**config.mk**
```make
export PLATFORM = sky130hd
export DESIGN_NAME = alu_mult_ctrl
export DESIGN_NICKNAME = d
export VERILOG_FILES = /design/src/rtl/cpu_types_pkg.sv /design/src/rtl/alu_mult_ctrl.sv
export SDC_FILE = /design/constraint.sdc
export NUM_CORES = 1
export LEC_CHECK = 0
export BUFFER_PORTS_ARGS = -buffer_cell sky130_fd_sc_hd__buf_2
export CAP_MARGIN = 20
export CORE_MARGIN = 2
export CORE_UTILIZATION = 50
export CTS_CLUSTER_DIAMETER = 150
export DETAILED_ROUTE_END_ITERATION = 6
export HOLD_SLACK_MARGIN = 0.06
export PLACE_DENSITY_LB_ADDON = 0.2
export SETUP_SLACK_MARGIN = 0.4
export SYNTH_ARGS = -nofsm -noshare
export SYNTH_HDL_FRONTEND = slang
export SYNTH_SLANG_ARGS = --single-unit
```
**constraint.sdc**
```tcl
create_clock -name CLK -period 2.17 [get_ports CLK]
set_input_delay 0 -clock CLK [delete_from_list [all_inputs] [get_ports CLK]]
set_output_delay 0 -clock CLK [all_outputs]
set_load 0.005 [all_outputs]
```
**src/rtl/cpu_types_pkg.sv**
```systemverilog
// Shared CPU types: ALU opcodes, multiply-controller states, word helpers.
// No logic of its own; imported by the controller, its interface and benches.
// No flow control here; types only.
package cpu_types_pkg;

  localparam int WORD_W     = 32;
  localparam int MULT_ITERS = 32;

  typedef logic [WORD_W-1:0] word_t;

  // Opcodes understood by the shared ALU; the multiplier only uses ADD/SUB/NOR.
  typedef enum logic [3:0] {
    ALU_SLL  = 4'h0,
    ALU_SRL  = 4'h1,
    ALU_ADD  = 4'h2,
    ALU_SUB  = 4'h3,
    ALU_AND  = 4'h4,
    ALU_OR   = 4'h5,
    ALU_XOR  = 4'h6,
    ALU_NOR  = 4'h7,
    ALU_SLT  = 4'h8,
    ALU_SLTU = 4'h9
  } aluop_t;

  // Multiply sequencer states.
  typedef enum logic [2:0] {
    IDLE    = 3'd0,
    ABS_A   = 3'd1,
    ABS_B   = 3'd2,
    ITER    = 3'd3,
    NEG_LO  = 3'd4,
    NEG_HI1 = 3'd5,
    NEG_HI2 = 3'd6,
    DONE    = 3'd7
  } multstate_t;

  // Carry out of an unsigned add, recovered from the wrapped sum alone:
  // the sum is smaller than an addend exactly when the add overflowed.
  function automatic logic add_carry(input word_t sum, input word_t addend);
    return (sum < addend);
  endfunction

endpackage

```
**src/rtl/alu_mult_ctrl.sv**
```systemverilog
// 32x32->64 shift-add multiplier (MULT/MULTU) sequencing the shared ALU, one op per cycle.
// Latency: done at k+33 unsigned, k+35 signed same sign, k+38 signed mixed sign.
// No backpressure: start is taken only in IDLE and silently dropped otherwise.
module alu_mult_ctrl
  import cpu_types_pkg::*;
#(
  parameter int ITERS = MULT_ITERS
) (
  input  logic        CLK,
  input  logic        nRST,
  input  logic        start,
  input  logic        is_signed,
  input  logic [31:0] opA,
  input  logic [31:0] opB,
  output logic        alu_own,
  output aluop_t      alu_op,
  output logic [31:0] alu_a,
  output logic [31:0] alu_b,
  input  logic [31:0] alu_out,
  output logic        busy,
  output logic        done,
  output logic [31:0] hi,
  output logic [31:0] lo
);

  localparam int CNT_W = $clog2(ITERS);

  multstate_t state_q, state_d;

  // mcand holds |A| once the ABS phase is over; lo starts as the multiplier
  // and is shifted out as product bits shift in.
  word_t      mcand_q, mcand_d;
  word_t      hi_q, hi_d;
  word_t      lo_q, lo_d;
  logic [CNT_W-1:0] cnt_q, cnt_d;
  logic       neg_q, neg_d;
  logic       lo_zero_q, lo_zero_d;

  logic       last_iter;
  logic       iter_carry;

  assign last_iter = (cnt_q == CNT_W'(ITERS - 1));

  // State register; reset abandons any run in flight.
  always_ff @(posedge CLK) begin
    if (!nRST) begin
      state_q <= IDLE;
    end else begin
      state_q <= state_d;
    end
  end

  // Next state and ALU request; the ALU sees ADD 0,0 whenever it is not owned.
  always_comb begin
    state_d = state_q;
    alu_op  = ALU_ADD;
    alu_a   = '0;
    alu_b   = '0;
    case (state_q)
      IDLE: begin
        if (start) begin
          state_d = is_signed ? ABS_A : ITER;
        end
      end
      ABS_A: begin
        alu_op  = ALU_SUB;
        alu_b   = mcand_q;
        state_d = ABS_B;
      end
      ABS_B: begin
        alu_op  = ALU_SUB;
        alu_b   = lo_q;
        state_d = ITER;
      end
      ITER: begin
        alu_op = ALU_ADD;
        alu_a  = hi_q;
        alu_b  = lo_q[0] ? mcand_q : '0;
        if (last_iter) begin
          state_d = neg_q ? NEG_LO : DONE;
        end
      end
      NEG_LO: begin
        alu_op  = ALU_SUB;
        alu_b   = lo_q;
        state_d = NEG_HI1;
      end
      NEG_HI1: begin
        alu_op  = ALU_NOR;
        alu_a   = hi_q;
        alu_b   = hi_q;
        state_d = NEG_HI2;
      end
      NEG_HI2: begin
        alu_op  = ALU_ADD;
        alu_a   = hi_q;
        alu_b   = {31'b0, lo_zero_q};
        state_d = DONE;
      end
      DONE: begin
        state_d = IDLE;
      end
      default: begin
        state_d = IDLE;
      end
    endcase
  end

  // Datapath next values; each state writes back the single ALU result it asked for.
  always_comb begin
    mcand_d    = mcand_q;
    hi_d       = hi_q;
    lo_d       = lo_q;
    cnt_d      = cnt_q;
    neg_d      = neg_q;
    lo_zero_d  = lo_zero_q;
    iter_carry = 1'b0;
    case (state_q)
      IDLE: begin
        if (start) begin
          mcand_d   = opA;
          lo_d      = opB;
          hi_d      = '0;
          cnt_d     = '0;
          neg_d     = is_signed & (opA[31] ^ opB[31]);
          lo_zero_d = 1'b0;
        end
      end
      ABS_A: begin
        // 0x80000000 negates to itself and is then used as unsigned 2^31.
        if (mcand_q[31]) begin
          mcand_d = alu_out;
        end
      end
      ABS_B: begin
        if (lo_q[31]) begin
          lo_d = alu_out;
        end
      end
      ITER: begin
        // 33-bit partial sum shifts right one place into {hi,lo}.
        iter_carry = add_carry(alu_out, hi_q);
        hi_d       = {iter_carry, alu_out[31:1]};
        lo_d       = {alu_out[0], lo_q[31:1]};
        cnt_d      = cnt_q + 1'b1;
      end
      NEG_LO: begin
        // Low word of zero means the +1 of the two's complement ripples into hi.
        lo_d      = alu_out;
        lo_zero_d = (lo_q == '0);
      end
      NEG_HI1: begin
        hi_d = alu_out;
      end
      NEG_HI2: begin
        hi_d = alu_out;
      end
      default: begin
      end
    endcase
  end

  // Datapath registers, cleared by reset so hi/lo read zero afterwards.
  always_ff @(posedge CLK) begin
    if (!nRST) begin
      mcand_q   <= '0;
      hi_q      <= '0;
      lo_q      <= '0;
      cnt_q     <= '0;
      neg_q     <= 1'b0;
      lo_zero_q <= 1'b0;
    end else begin
      mcand_q   <= mcand_d;
      hi_q      <= hi_d;
      lo_q      <= lo_d;
      cnt_q     <= cnt_d;
      neg_q     <= neg_d;
      lo_zero_q <= lo_zero_d;
    end
  end

  assign busy    = (state_q != IDLE);
  assign done    = (state_q == DONE);
  assign alu_own = (state_q != IDLE) && (state_q != DONE);
  assign hi      = hi_q;
  assign lo      = lo_q;

endmodule

```
==> impl_metrics.tcl <==
set metrics [dict create \
    core_area_um2 11910 \
    leakagePower_nw 4.773 \
    grt_setup_unrepaired "yes" \
    routedWlPerCell_um 26.18 \
    io_buffers 232 \
    crit_path_end "alu_b[19]" \
    synth_xor_area_share_pct 0.5779 \
    r2r_slack_ns 0.04 \
    syn2layout_area_growth_pct 70.40 \
    vias 8828 \
    clock.fmax_mhz 460.1 \
    syn-cell-area_um2 6062 \
    irDropWorstVdd_mv 0.5328 \
    period_needed_ns 2.173 \
    violations "design-rule violations, negative setup slack" \
    firstDrtPassIters 7 \
    grt_max_degree 53 \
    cts_tree "done" \
    overflow 0 \
    cp-end-kind "primary output" \
    start_util_pct 50.89 \
    critPathRequiredTime_ns 2.17 \
    crit_start "state_q[2]" \
    drc_errors 29 \
    antenna_found_initial 0 \
    ys_ff_latch 106 \
    post-synth-top-count-cell "nor2_1" \
    die_area_um2 13020 \
    hold_viol 0 \
    yosysSeqAreaShare_pct 35.01 \
    fin_ws_ns -0.003367 \
    slew_violations 0 \
    cts_root_buffer "clkbuf_16" \
    outcome "finished with violations" \
    cap_violations 0 \
    synthMuxAreaShare_pct 0.3509 \
    ys_warn_count 0 \
    fp.dieW_um 114.1 \
    synth-main-ff-cell "dfxtp_1" \
    synthAdderAreaFrac_pct 6.811 \
    drt_iter0_drc 2285 \
    cp-start-kind "flip-flop" \
    clkTransAtPathRegs_ns 0.08 \
    clkSinkCount 106 \
    ff_latch_area_um2 2150 \
    synthArstFlopShare_pct 0 \
    synth_top_area_share_pct 35.01 \
    ios 235 \
    final_area_um2 10330 \
    nFillCells 577 \
    finalWeightedCongestion 0.8740 \
    synth.area.top_cells "dfxtp_1, a222oi_1, nor2_1" \
    hp-class "primary input to flip-flop" \
    rows 40 \
    synth-edff-count 0 \
    synth-compound-area-share_pct 29.39 \
    slew_headroom_pct 55.94 \
    crit_arrival_ns 2.17 \
    fin_crit_sh_pct 100.2 \
    holdWs_ns 0.1089 \
    yosysTopAreaCell "dfxtp_1" \
    final_util_pct 86.72 \
    routed_wl_um 32860 \
    cts_buffers 9 \
    crit_fanout 8 \
    dp_hpwl_um 15360 \
    avgSynthCellArea_um2 8.137 \
    ys_top_cells_by_count "nor2_1, dfxtp_1, a222oi_1, inv_1, clkbuf_1" \
    r2r-end "lo[2]" \
    ant_nets 0 \
    synthDistinctLibCells 47 \
    first_global_vias 7844 \
    postSynthCellCount 745 \
    r2r-start "state_q[2]" \
    die_h_um 114.1 \
    critical_path_class "flip-flop to primary output" \
    r2r_cells 12 \
    fin_nets 1236 \
    synth.net_count 878 \
    multi_input_area_um2 4151 \
    setup_viol_count_final 1 \
    yosys.area_share.simple_pct 18.89 \
    clk_latency_ns 0.35 \
    dp_cells 1090 \
    drive_gt1_share_pct 44.68 \
    fin_cells 1255 \
    grt_first_pass_wirelength_um 41620 \
    placed_area_um2 7457 \
    synth_top_family_by_area "compound AO/OA/AOI/OAI gates" \
    power_density_nw_per_um2 598.9 \
    htree_num_levels 3 \
    antenna_cells 0 \
    viasPerCell 7.034 \
    worst_pin_slew_ns 0.6602 \
    cts_buffer_depth 2 \
    gr-usage-all-layers_pct 40.75 \
    skew_ns 0.007567 \
]
-- metrics by stage --
stage	setup TNS [ns]	total power, mW	setup slack, ns
floorplan	0	3.084	0.4096
global placement	0	3.690	0.2882
detailed placement	0	3.709	0.1384
CTS	0	5.694	0.2434
global route	-0.03214	6.326	-0.03214
finish	-0.003367	6.187	-0.003367
-- worst max-delay path, cell delays in order (launching register included) --
cell,delay (ns)
dfxtp_2,0.33
buf_4,0.13
buf_6,0.12
xor2_4,0.16
nor2b_4,0.17
buf_16,0.15
a222oi_1,0.45
inv_1,0.13
buf_2,0.17
-- cells in the final DEF, fill, tap and decap left out, types with 4 or more instances in the layout --
| master | Yosys | final |
|---|---|---|
| clkbuf_1 | 47 | 4 |
| buf_12 | 0 | 14 |
| a21oi_1 | 26 | 22 |
| nand4_1 | 7 | 7 |
| nand2_4 | 0 | 4 |
| a222oi_1 | 93 | 93 |
| a221oi_2 | 0 | 19 |
| nand3_1 | 7 | 7 |
| nand2_1 | 25 | 19 |
| inv_2 | 1 | 9 |
| nor4_1 | 9 | 9 |
| ha_1 | 33 | 21 |
| buf_4 | 2 | 54 |
| inv_1 | 62 | 53 |
| a221oi_4 | 0 | 4 |
| a221oi_1 | 32 | 9 |
| buf_8 | 0 | 7 |
| nor2_4 | 0 | 25 |
| dlygate4sd3_1 | 0 | 67 |
| nor2_2 | 0 | 8 |
| and3_1 | 34 | 32 |
| dfxtp_1 | 106 | 86 |
| nor2_1 | 151 | 119 |
| dfxtp_2 | 0 | 19 |
| a211oi_1 | 33 | 29 |
| clkbuf_16 | 0 | 13 |
| a211oi_2 | 0 | 4 |
| o21ai_1 | 0 | 5 |
| buf_6 | 0 | 32 |
| o21ai_0 | 11 | 5 |
| buf_2 | 18 | 230 |
| buf_16 | 0 | 9 |
| ha_4 | 0 | 12 |
-- power breakdown --
part | switching (mW) | internal [mW] | leakage, nW
logic | 1.16 | 1.01 | 3.76
registers | 0.234 | 2.11 | 0.877
clock network | 0.777 | 0.897 | 0.138
-- cell type report --
type                       count  share of cell area (%)
clock buffer                  13                   2.326
clock inverter                 3                  0.3876
inverter                      64                   2.362
multi-input combinational    505                   40.19
sequential                   106                   20.81
tap                          147                   1.781
timing repair buffer         417                   32.15
-- worst min-delay path by stage --
stage	slack, ns	endpoint	startpoint	cells past startpoint
6_report	0.11	lo[7]	opB[7]	4
3_5_place_dp	0.27	mcand_q[21]	opA[21]	3
4_1_cts	0.10	state_q[1]	start	3
3_3_place_gp	0.26	mcand_q[20]	opA[20]	3
5_1_grt	0.15	lo[7]	opB[7]	4
2_1_floorplan	0.14	mcand_q[31]	opA[31]	2
-- metal layers --
| metal | share of wire, % | global-route usage, % | up-vias |
|---|---|---|---|
| li1 | - | - | 3578 |
| met4 | 8.3 | 24.63 | 0 |
| met3 | 16 | 11.28 | 284 |
| met2 | 43 | 63.77 | 976 |
| met1 | 33 | 49.98 | 3990 |
| met5 | 0 | 0 | - |
-- flip-flops by register name, summed over array words and instances, names as in the netlist --
register and flops:
state_q 3, lo 32, neg_q 1, cnt_q 5, lo_zero_q 1, mcand_q 32, hi 32
-- repair_timing --
item | 4_1_cts | 5_1_grt
hold buffers | 67 | 0
hold endpoints to repair | 66 | 0
buffers inserted | 46 | 19
setup endpoints to repair | 125 | 129
gates resized for setup | 131 | 105
cloned | 13 | 4
pin swaps | 57 | 45
-- cells by family (layout without fill, tap and decap cells) --
group                      count (synthesis)  after routing
AOI/OAI and AO/OA                        210            210
xor gates and xnor gates                   4              4
adders and majority gates                 33             33
buffers and inverters                    135            497
DFF                                      106            106
muxes                                      2              2
other                                      2              2
and+or+nand+nor                          253            254
(Power assumes the default switching activity.)
